## src/rtl/tessia_hazard_if.sv

```systemverilog
// Pipeline-control bundle between the Tessia datapath and its hazard unit.
// The datapath is the master; the hazard unit is the slave.
interface tessia_hazard_if #(
  parameter int unsigned RaW  = 4,
  parameter int unsigned CntW = 16
);
  logic [RaW-1:0]  ra1_d, ra2_d, ra1_e, ra2_e;
  logic [RaW-1:0]  wa3_e, wa3_m, wa3_w;
  logic            regwrite_e, regwrite_m, regwrite_w;
  logic            memtoreg_e;
  logic            pcsrc_d, pcsrc_e, pcsrc_m, pcsrc_w;
  logic            branch_taken_e;
  logic            mem_req_m, mem_ready_m;
  logic [1:0]      forward_ae, forward_be;
  logic            stall_f, stall_d, stall_e, stall_m;
  logic            flush_d, flush_e, flush_w;
  logic            mem_err;
  logic [CntW-1:0] stall_cnt, flush_cnt;

  modport master (
    output ra1_d, ra2_d, ra1_e, ra2_e, wa3_e, wa3_m, wa3_w,
    output regwrite_e, regwrite_m, regwrite_w, memtoreg_e,
    output pcsrc_d, pcsrc_e, pcsrc_m, pcsrc_w, branch_taken_e,
    output mem_req_m, mem_ready_m,
    input  forward_ae, forward_be, stall_f, stall_d, stall_e, stall_m,
    input  flush_d, flush_e, flush_w, mem_err, stall_cnt, flush_cnt
  );

  modport slave (
    input  ra1_d, ra2_d, ra1_e, ra2_e, wa3_e, wa3_m, wa3_w,
    input  regwrite_e, regwrite_m, regwrite_w, memtoreg_e,
    input  pcsrc_d, pcsrc_e, pcsrc_m, pcsrc_w, branch_taken_e,
    input  mem_req_m, mem_ready_m,
    output forward_ae, forward_be, stall_f, stall_d, stall_e, stall_m,
    output flush_d, flush_e, flush_w, mem_err, stall_cnt, flush_cnt
  );
endinterface

```

## src/rtl/tessia_hazard_ctrl.sv

```systemverilog
// Tessia five-stage hazard unit: E-stage forwarding, load-use stall, PC-write flush,
// multi-cycle data-memory freeze with timeout fault, and saturating stall/flush counters.
module tessia_hazard_ctrl #(
  parameter int unsigned NREGS       = 16,
  parameter int unsigned MEM_TIMEOUT = 64,
  parameter int unsigned CNT_W       = 16
) (
  input logic           clk,
  input logic           reset,
  tessia_hazard_if.slave hz
);
  localparam int unsigned RaW   = $clog2(NREGS);
  localparam int unsigned WaitW = $clog2(MEM_TIMEOUT);
  localparam logic [WaitW-1:0] WaitLast = WaitW'(MEM_TIMEOUT - 1);

  typedef enum logic [1:0] {StRun, StMwait, StErr} state_e;

  state_e           state_q, state_d;
  logic [WaitW-1:0] wait_cnt_q, wait_cnt_d;
  logic [CNT_W-1:0] stall_cnt_q, stall_cnt_d;
  logic [CNT_W-1:0] flush_cnt_q, flush_cnt_d;

  logic [RaW-1:0] ra1_d, ra2_d, ra1_e, ra2_e, wa3_e, wa3_m, wa3_w;
  logic           ldr_stall, pc_pend, mem_wait, freeze;
  logic [1:0]     forward_ae, forward_be;
  logic           stall_f, stall_d, stall_e, stall_m;
  logic           flush_d, flush_e, flush_w, mem_err;

  assign ra1_d = hz.ra1_d;
  assign ra2_d = hz.ra2_d;
  assign ra1_e = hz.ra1_e;
  assign ra2_e = hz.ra2_e;
  assign wa3_e = hz.wa3_e;
  assign wa3_m = hz.wa3_m;
  assign wa3_w = hz.wa3_w;

  // M-stage result is newer than W, so it wins when both match.
  function automatic logic [1:0] fwd_sel(input logic [RaW-1:0] ra, input logic [RaW-1:0] wa_m,
                                         input logic we_m, input logic [RaW-1:0] wa_w,
                                         input logic we_w);
    if (we_m && (wa_m == ra)) begin
      return 2'b10;
    end else if (we_w && (wa_w == ra)) begin
      return 2'b01;
    end
    return 2'b00;
  endfunction

  assign ldr_stall = hz.memtoreg_e && hz.regwrite_e && ((ra1_d == wa3_e) || (ra2_d == wa3_e));
  assign pc_pend   = hz.pcsrc_d || hz.pcsrc_e || hz.pcsrc_m;
  assign mem_wait  = hz.mem_req_m && !hz.mem_ready_m;
  assign freeze    = mem_wait || (state_q == StErr);

  always_ff @(posedge clk) begin
    if (!reset) begin
      state_q     <= StRun;
      wait_cnt_q  <= '0;
      stall_cnt_q <= '0;
      flush_cnt_q <= '0;
    end else begin
      state_q     <= state_d;
      wait_cnt_q  <= wait_cnt_d;
      stall_cnt_q <= stall_cnt_d;
      flush_cnt_q <= flush_cnt_d;
    end
  end

  // The counter holds the number of not-ready cycles seen so far, so the cycle that
  // enters MWAIT already counts as one; it reads zero whenever the FSM is in RUN.
  always_comb begin
    state_d    = state_q;
    wait_cnt_d = '0;
    case (state_q)
      StRun: begin
        if (mem_wait) begin
          state_d    = StMwait;
          wait_cnt_d = WaitW'(1);
        end
      end
      StMwait: begin
        if (hz.mem_ready_m) begin
          state_d = StRun;
        end else if (wait_cnt_q == WaitLast) begin
          state_d = StErr;
        end else begin
          wait_cnt_d = wait_cnt_q + WaitW'(1);
        end
      end
      StErr:   state_d = StErr;
      default: state_d = StRun;
    endcase
  end

  always_comb begin
    forward_ae = fwd_sel(ra1_e, wa3_m, hz.regwrite_m, wa3_w, hz.regwrite_w);
    forward_be = fwd_sel(ra2_e, wa3_m, hz.regwrite_m, wa3_w, hz.regwrite_w);
    mem_err    = (state_q == StErr);
    stall_f    = 1'b0;
    stall_d    = 1'b0;
    stall_e    = 1'b0;
    stall_m    = 1'b0;
    flush_d    = 1'b0;
    flush_e    = 1'b0;
    flush_w    = 1'b0;
    if (freeze) begin
      // Hold everything up to M and let a bubble drain into W.
      stall_f = 1'b1;
      stall_d = 1'b1;
      stall_e = 1'b1;
      stall_m = 1'b1;
      flush_w = 1'b1;
    end else begin
      stall_f = ldr_stall || pc_pend;
      stall_d = ldr_stall;
      flush_d = pc_pend || hz.pcsrc_w || hz.branch_taken_e;
      flush_e = ldr_stall || hz.branch_taken_e;
    end
  end

  always_comb begin
    stall_cnt_d = stall_cnt_q;
    flush_cnt_d = flush_cnt_q;
    if (stall_f && (stall_cnt_q != {CNT_W{1'b1}})) begin
      stall_cnt_d = stall_cnt_q + CNT_W'(1);
    end
    if ((flush_d || flush_e) && (flush_cnt_q != {CNT_W{1'b1}})) begin
      flush_cnt_d = flush_cnt_q + CNT_W'(1);
    end
  end

  assign hz.forward_ae = forward_ae;
  assign hz.forward_be = forward_be;
  assign hz.stall_f    = stall_f;
  assign hz.stall_d    = stall_d;
  assign hz.stall_e    = stall_e;
  assign hz.stall_m    = stall_m;
  assign hz.flush_d    = flush_d;
  assign hz.flush_e    = flush_e;
  assign hz.flush_w    = flush_w;
  assign hz.mem_err    = mem_err;
  assign hz.stall_cnt  = stall_cnt_q;
  assign hz.flush_cnt  = flush_cnt_q;
endmodule

```

## src/flat_wrapper.sv

```systemverilog
// flat-port wrapper written by rule: the top's interface ports become plain ports
module tessia_hazard_ctrl_flat 
#(
  parameter int unsigned NREGS       = 16,
  parameter int unsigned MEM_TIMEOUT = 64,
  parameter int unsigned CNT_W       = 16
)
  (clk, reset, hz_ra1_d, hz_ra2_d, hz_ra1_e, hz_ra2_e, hz_wa3_e, hz_wa3_m, hz_wa3_w, hz_regwrite_e, hz_regwrite_m, hz_regwrite_w, hz_memtoreg_e, hz_pcsrc_d, hz_pcsrc_e, hz_pcsrc_m, hz_pcsrc_w, hz_branch_taken_e, hz_mem_req_m, hz_mem_ready_m, hz_forward_ae, hz_forward_be, hz_stall_f, hz_stall_d, hz_stall_e, hz_stall_m, hz_flush_d, hz_flush_e, hz_flush_w, hz_mem_err, hz_stall_cnt, hz_flush_cnt);
  tessia_hazard_if #(.RaW(4), .CntW(16)) hz_i ();
  input logic clk;
  input logic reset;
  input wire logic [$bits(hz_i.ra1_d)-1:0] hz_ra1_d;
  input wire logic [$bits(hz_i.ra2_d)-1:0] hz_ra2_d;
  input wire logic [$bits(hz_i.ra1_e)-1:0] hz_ra1_e;
  input wire logic [$bits(hz_i.ra2_e)-1:0] hz_ra2_e;
  input wire logic [$bits(hz_i.wa3_e)-1:0] hz_wa3_e;
  input wire logic [$bits(hz_i.wa3_m)-1:0] hz_wa3_m;
  input wire logic [$bits(hz_i.wa3_w)-1:0] hz_wa3_w;
  input wire logic [$bits(hz_i.regwrite_e)-1:0] hz_regwrite_e;
  input wire logic [$bits(hz_i.regwrite_m)-1:0] hz_regwrite_m;
  input wire logic [$bits(hz_i.regwrite_w)-1:0] hz_regwrite_w;
  input wire logic [$bits(hz_i.memtoreg_e)-1:0] hz_memtoreg_e;
  input wire logic [$bits(hz_i.pcsrc_d)-1:0] hz_pcsrc_d;
  input wire logic [$bits(hz_i.pcsrc_e)-1:0] hz_pcsrc_e;
  input wire logic [$bits(hz_i.pcsrc_m)-1:0] hz_pcsrc_m;
  input wire logic [$bits(hz_i.pcsrc_w)-1:0] hz_pcsrc_w;
  input wire logic [$bits(hz_i.branch_taken_e)-1:0] hz_branch_taken_e;
  input wire logic [$bits(hz_i.mem_req_m)-1:0] hz_mem_req_m;
  input wire logic [$bits(hz_i.mem_ready_m)-1:0] hz_mem_ready_m;
  output wire logic [$bits(hz_i.forward_ae)-1:0] hz_forward_ae;
  output wire logic [$bits(hz_i.forward_be)-1:0] hz_forward_be;
  output wire logic [$bits(hz_i.stall_f)-1:0] hz_stall_f;
  output wire logic [$bits(hz_i.stall_d)-1:0] hz_stall_d;
  output wire logic [$bits(hz_i.stall_e)-1:0] hz_stall_e;
  output wire logic [$bits(hz_i.stall_m)-1:0] hz_stall_m;
  output wire logic [$bits(hz_i.flush_d)-1:0] hz_flush_d;
  output wire logic [$bits(hz_i.flush_e)-1:0] hz_flush_e;
  output wire logic [$bits(hz_i.flush_w)-1:0] hz_flush_w;
  output wire logic [$bits(hz_i.mem_err)-1:0] hz_mem_err;
  output wire logic [$bits(hz_i.stall_cnt)-1:0] hz_stall_cnt;
  output wire logic [$bits(hz_i.flush_cnt)-1:0] hz_flush_cnt;
  assign hz_i.ra1_d = hz_ra1_d;
  assign hz_i.ra2_d = hz_ra2_d;
  assign hz_i.ra1_e = hz_ra1_e;
  assign hz_i.ra2_e = hz_ra2_e;
  assign hz_i.wa3_e = hz_wa3_e;
  assign hz_i.wa3_m = hz_wa3_m;
  assign hz_i.wa3_w = hz_wa3_w;
  assign hz_i.regwrite_e = hz_regwrite_e;
  assign hz_i.regwrite_m = hz_regwrite_m;
  assign hz_i.regwrite_w = hz_regwrite_w;
  assign hz_i.memtoreg_e = hz_memtoreg_e;
  assign hz_i.pcsrc_d = hz_pcsrc_d;
  assign hz_i.pcsrc_e = hz_pcsrc_e;
  assign hz_i.pcsrc_m = hz_pcsrc_m;
  assign hz_i.pcsrc_w = hz_pcsrc_w;
  assign hz_i.branch_taken_e = hz_branch_taken_e;
  assign hz_i.mem_req_m = hz_mem_req_m;
  assign hz_i.mem_ready_m = hz_mem_ready_m;
  assign hz_forward_ae = hz_i.forward_ae;
  assign hz_forward_be = hz_i.forward_be;
  assign hz_stall_f = hz_i.stall_f;
  assign hz_stall_d = hz_i.stall_d;
  assign hz_stall_e = hz_i.stall_e;
  assign hz_stall_m = hz_i.stall_m;
  assign hz_flush_d = hz_i.flush_d;
  assign hz_flush_e = hz_i.flush_e;
  assign hz_flush_w = hz_i.flush_w;
  assign hz_mem_err = hz_i.mem_err;
  assign hz_stall_cnt = hz_i.stall_cnt;
  assign hz_flush_cnt = hz_i.flush_cnt;
  tessia_hazard_ctrl #(.NREGS(NREGS), .MEM_TIMEOUT(MEM_TIMEOUT), .CNT_W(CNT_W)) u_core (.clk(clk), .reset(reset), .hz(hz_i));
endmodule
```

## config.mk

```make
export PLATFORM = sky130hd
export DESIGN_NAME = tessia_hazard_ctrl_flat
export DESIGN_NICKNAME = d
export VERILOG_FILES = /design/src/rtl/tessia_hazard_if.sv /design/src/rtl/tessia_hazard_ctrl.sv /design/src/flat_wrapper.sv
export SDC_FILE = /design/constraint.sdc
export NUM_CORES = 1
export LEC_CHECK = 0
export CORE_MARGIN = 2
export CORE_UTILIZATION = 37
export CTS_BUF_LIST = sky130_fd_sc_hd__clkbuf_4 sky130_fd_sc_hd__clkbuf_8
export DETAILED_ROUTE_END_ITERATION = 8
export DONT_BUFFER_PORTS = 1
export GPL_TIMING_DRIVEN = 1
export MAX_ROUTING_LAYER = met4
export SLEW_MARGIN = 20
export SYNTH_ARGS = -nofsm -noshare
export SYNTH_HDL_FRONTEND = slang
export SYNTH_SLANG_ARGS = --single-unit
```

## constraint.sdc

```tcl
create_clock -name clk -period 2.1 [get_ports clk]
set_input_delay 0.63 -clock clk [delete_from_list [all_inputs] [get_ports clk]]
set_output_delay 0.63 -clock clk [all_outputs]
set_load 0.005 [all_outputs]
```

==> results.json <==
{
  "status": "completed",
  "cp-start-kind": "input pin",
  "layout.nets": 352,
  "grt.total_usage": 0.170,
  "syn_area_um2": 2260,
  "htreeDepth": 2,
  "cts_max_path_buffers": 2,
  "portBuffers": 0,
  "hold_depth": 1,
  "endpoint": "hz_stall_f",
  "startpoint": "hz_pcsrc_e",
  "dr_wl_met3_um": 461,
  "area_growth_pct": 19.8,
  "post-route-period-util": 0.981,
  "wl_met2_um": 2640,
  "crit_arrival_ns": 1.43,
  "synth_compound_area_frac": 0.160,
  "yosys_warnings": 0,
  "clock-sinks": 40,
  "ys_seq_area_frac": 0.354,
  "synth_top_family_by_area": "simple AND/OR/NAND/NOR gates",
  "worst-setup-path-type": "input pin to output port",
  "cap_violations": 0,
  "worstReg2RegStart": "u_core.hz.stall_cnt[0]$_SDFFE_PN0P_",
  "synth_simple_gate_area_frac": 0.277,
  "routedWlPerCell_um": 14.6,
  "utilization": 0.458,
  "diodes": 0,
  "synth_cell_type_count": 37,
  "postPlaceCellArea_um2": 2530,
  "syn_nets": 320,
  "dp.cells": 373,
  "synthCells": 276,
  "final_cells": 383,
  "design_area_um2": 2710,
  "synth.avg_cell_area_um2": 8.20,
  "grt_pass1_wl_um": 8700,
  "hold_class": "input pin to flip-flop",
  "worstRegToRegCells": 8,
  "topRoutingLayerUsed": "met4",
  "hold_slack_ns": 0.459,
  "die_h_um": 82.2,
  "layout_common_cells": "dfxtp_1, buf_4, nand2_1",
  "dieArea_um2": 6760,
  "grt_max_degree": 17,
  "synth_ff_type": "dfxtp_1",
  "vias": 2102,
  "cts_made_buffers": 5,
  "synth_xor_area_frac": 0.128,
  "cp_slowest_cell": "or2_2",
  "drive_gt1_frac": 0.182,
  "clock_latency_ns": 0.29,
  "hold_viol": 0,
  "cp_cell_sequence": "nor3_1 -> buf_4 -> nand2_1 -> or2_2",
  "drc_errors": 0,
  "tightest_slew_ns": 0.457,
  "die_x_um": 82.2,
  "hpwlAfterDp_um": 4200,
  "gp_congestion": 0.769,
  "cpPeakStageDelay_ns": 0.31,
  "clock_skew_ns": 0.0120,
  "relSlewSlack": 0.694,
  "wirelength_um": 5580,
  "crit_fanout": 3,
  "ant_nets": 0,
  "tritoncts": "yes",
  "synthAdderAreaFrac": 0.0166,
  "via_per_inst": 5.49,
  "drt-initial-drc-count": 76,
  "muxShareOfSynthArea": 0.0177,
  "fin_crit_ns": 2.06,
  "p_leak_nw": 0.978,
  "synthArstFlopShare": 0,
  "vdd_drop_max_uv": 325,
  "dr.pass1.iters": 6,
  "end_kind": "output port",
  "grt_pass1_vias": 1910,
  "rr_endpoint": "u_core.hz.stall_cnt[1]$_SDFFE_PN0P_",
  "fmax_mhz": 485,
  "rsz0062_at_grt": "false",
  "drv_slew": 0,
  "synth_edf_count": 0,
  "num_rows": 28,
  "p_per_area_nw_per_um2": 546,
  "final_common_cell": "dfxtp_1",
  "clock-root-buffer": "clkbuf_8",
  "setup_viol": 0,
  "reg2reg_slack_ns": 0.14,
  "ys_ff_latch": 40,
  "clk_pin_slew_ns": 0.08,
  "core_um2": 5920,
  "critPathRequiredTime_ns": 1.47,
  "grt-ovfl-total": 0,
  "pre_cts_slack_ns": -0.0631,
  "timing.final.ws_setup_ns": 0.0390,
  "start_util": 0.382,
  "antenna_found_initial": 0,
  "num_io_pins": 85,
  "wl_met1_um": 2420
}
## cell usage after synthesis, types with 3 or more instances
master | number | area [µm²]
xnor2_1 | 15 | 131
and3_1 | 5 | 31.3
ha_1 | 3 | 37.5
o211ai_1 | 8 | 60.1
or4_1 | 12 | 90.1
xor2_1 | 18 | 158
inv_1 | 10 | 37.5
nor4_1 | 3 | 18.8
dfxtp_1 | 40 | 801
nand2b_1 | 6 | 37.5
buf_4 | 3 | 22.5
nand4_1 | 7 | 43.8
and4_1 | 3 | 26.3
mux2i_1 | 4 | 40.0
o31ai_1 | 8 | 60.1
or3_1 | 9 | 56.3
clkbuf_1 | 4 | 15.0
a21oi_1 | 18 | 90.1
nand3_1 | 18 | 90.1
nand2_1 | 23 | 86.3
nor2_1 | 21 | 78.8
o21ai_0 | 11 | 55.1
nor3_1 | 8 | 40.0
## worst min path at each step
stage	startpoint	end	slack, ns
finish	reset	u_core.hz.stall_cnt[2]$_SDFFE_PN0P_	0.46
global route	reset	u_core.hz.stall_cnt[4]$_SDFFE_PN0P_	0.45
CTS	reset	u_core.hz.stall_cnt[2]$_SDFFE_PN0P_	0.45
detailed placement	u_core.wait_cnt_q[4]$_SDFF_PN0_	u_core.wait_cnt_q[4]$_SDFF_PN0_	0.50
global placement	u_core.wait_cnt_q[4]$_SDFF_PN0_	u_core.wait_cnt_q[4]$_SDFF_PN0_	0.49
floorplan	u_core.hz.flush_cnt[15]$_SDFFE_PN0P_	u_core.hz.flush_cnt[15]$_SDFFE_PN0P_	0.47
## final cells by class
class                           instances  area [µm²]
Multi-Input combinational cell        215        1420
Inverter                               11        41.3
Sequential cell                        40         802
Timing Repair Buffer                   35         270
Clock inverter                          1        5.00
Clock buffer                            6        76.3
Fill cell                             592        3210
Tap cell                               75        93.8
## cell families (layout without fill, tap and decap cells)
family	count (synthesis)	after routing
AOI/OAI and AO/OA	56	56
xor gates and xnor gates	33	33
adders and majority gates	3	3
buffers and inverters	21	53
DFF	40	40
muxes	4	4
and+or+nand+nor	119	119
## through the flow
| stage | TNS (ns) | power [mW] |
|---|---|---|
| after global routing | 0 | 1.54 |
| after floorplan | 0 | 0.916 |
| after detailed placement | -0.430 | 0.970 |
| final | 0 | 1.48 |
| after CTS | 0 | 1.49 |
| after global placement | -0.0377 | 0.967 |
## power breakdown
group          switching [mW]  total, mW  internal (mW)
registers             0.00958      0.782          0.773
logic                  0.0857      0.182         0.0959
clock network           0.278      0.518          0.240
total                   0.373       1.48           1.11
## critical path, delay by kind of cell
family        cells  cell delay (ns)
simple gates      3             0.62
buf+inv           1             0.17
## state kept, by name (all words and copies together), names as in the netlist
name / count
u_core.state_q: 2
u_core.wait_cnt_q: 6
u_core.hz.stall_cnt: 16
u_core.hz.flush_cnt: 16
## what timing repair did
item                                    4_1_cts  5_1_grt
buffers inserted                              3        0
hold buffers                                  0        0
gates resized for setup                       1       11
pin swaps                                     1        4
endpoints found under the setup margin        1        8
## layer usage
| layer | track usage | vias to the layer above |
|---|---|---|
| met3 | 0.0641 | 7 |
| li1 | - | 1059 |
| met2 | 0.281 | 72 |
| met4 | 0.0450 | 0 |
| met5 | - | - |
| met1 | 0.195 | 964 |
(Power assumes the default switching activity.)
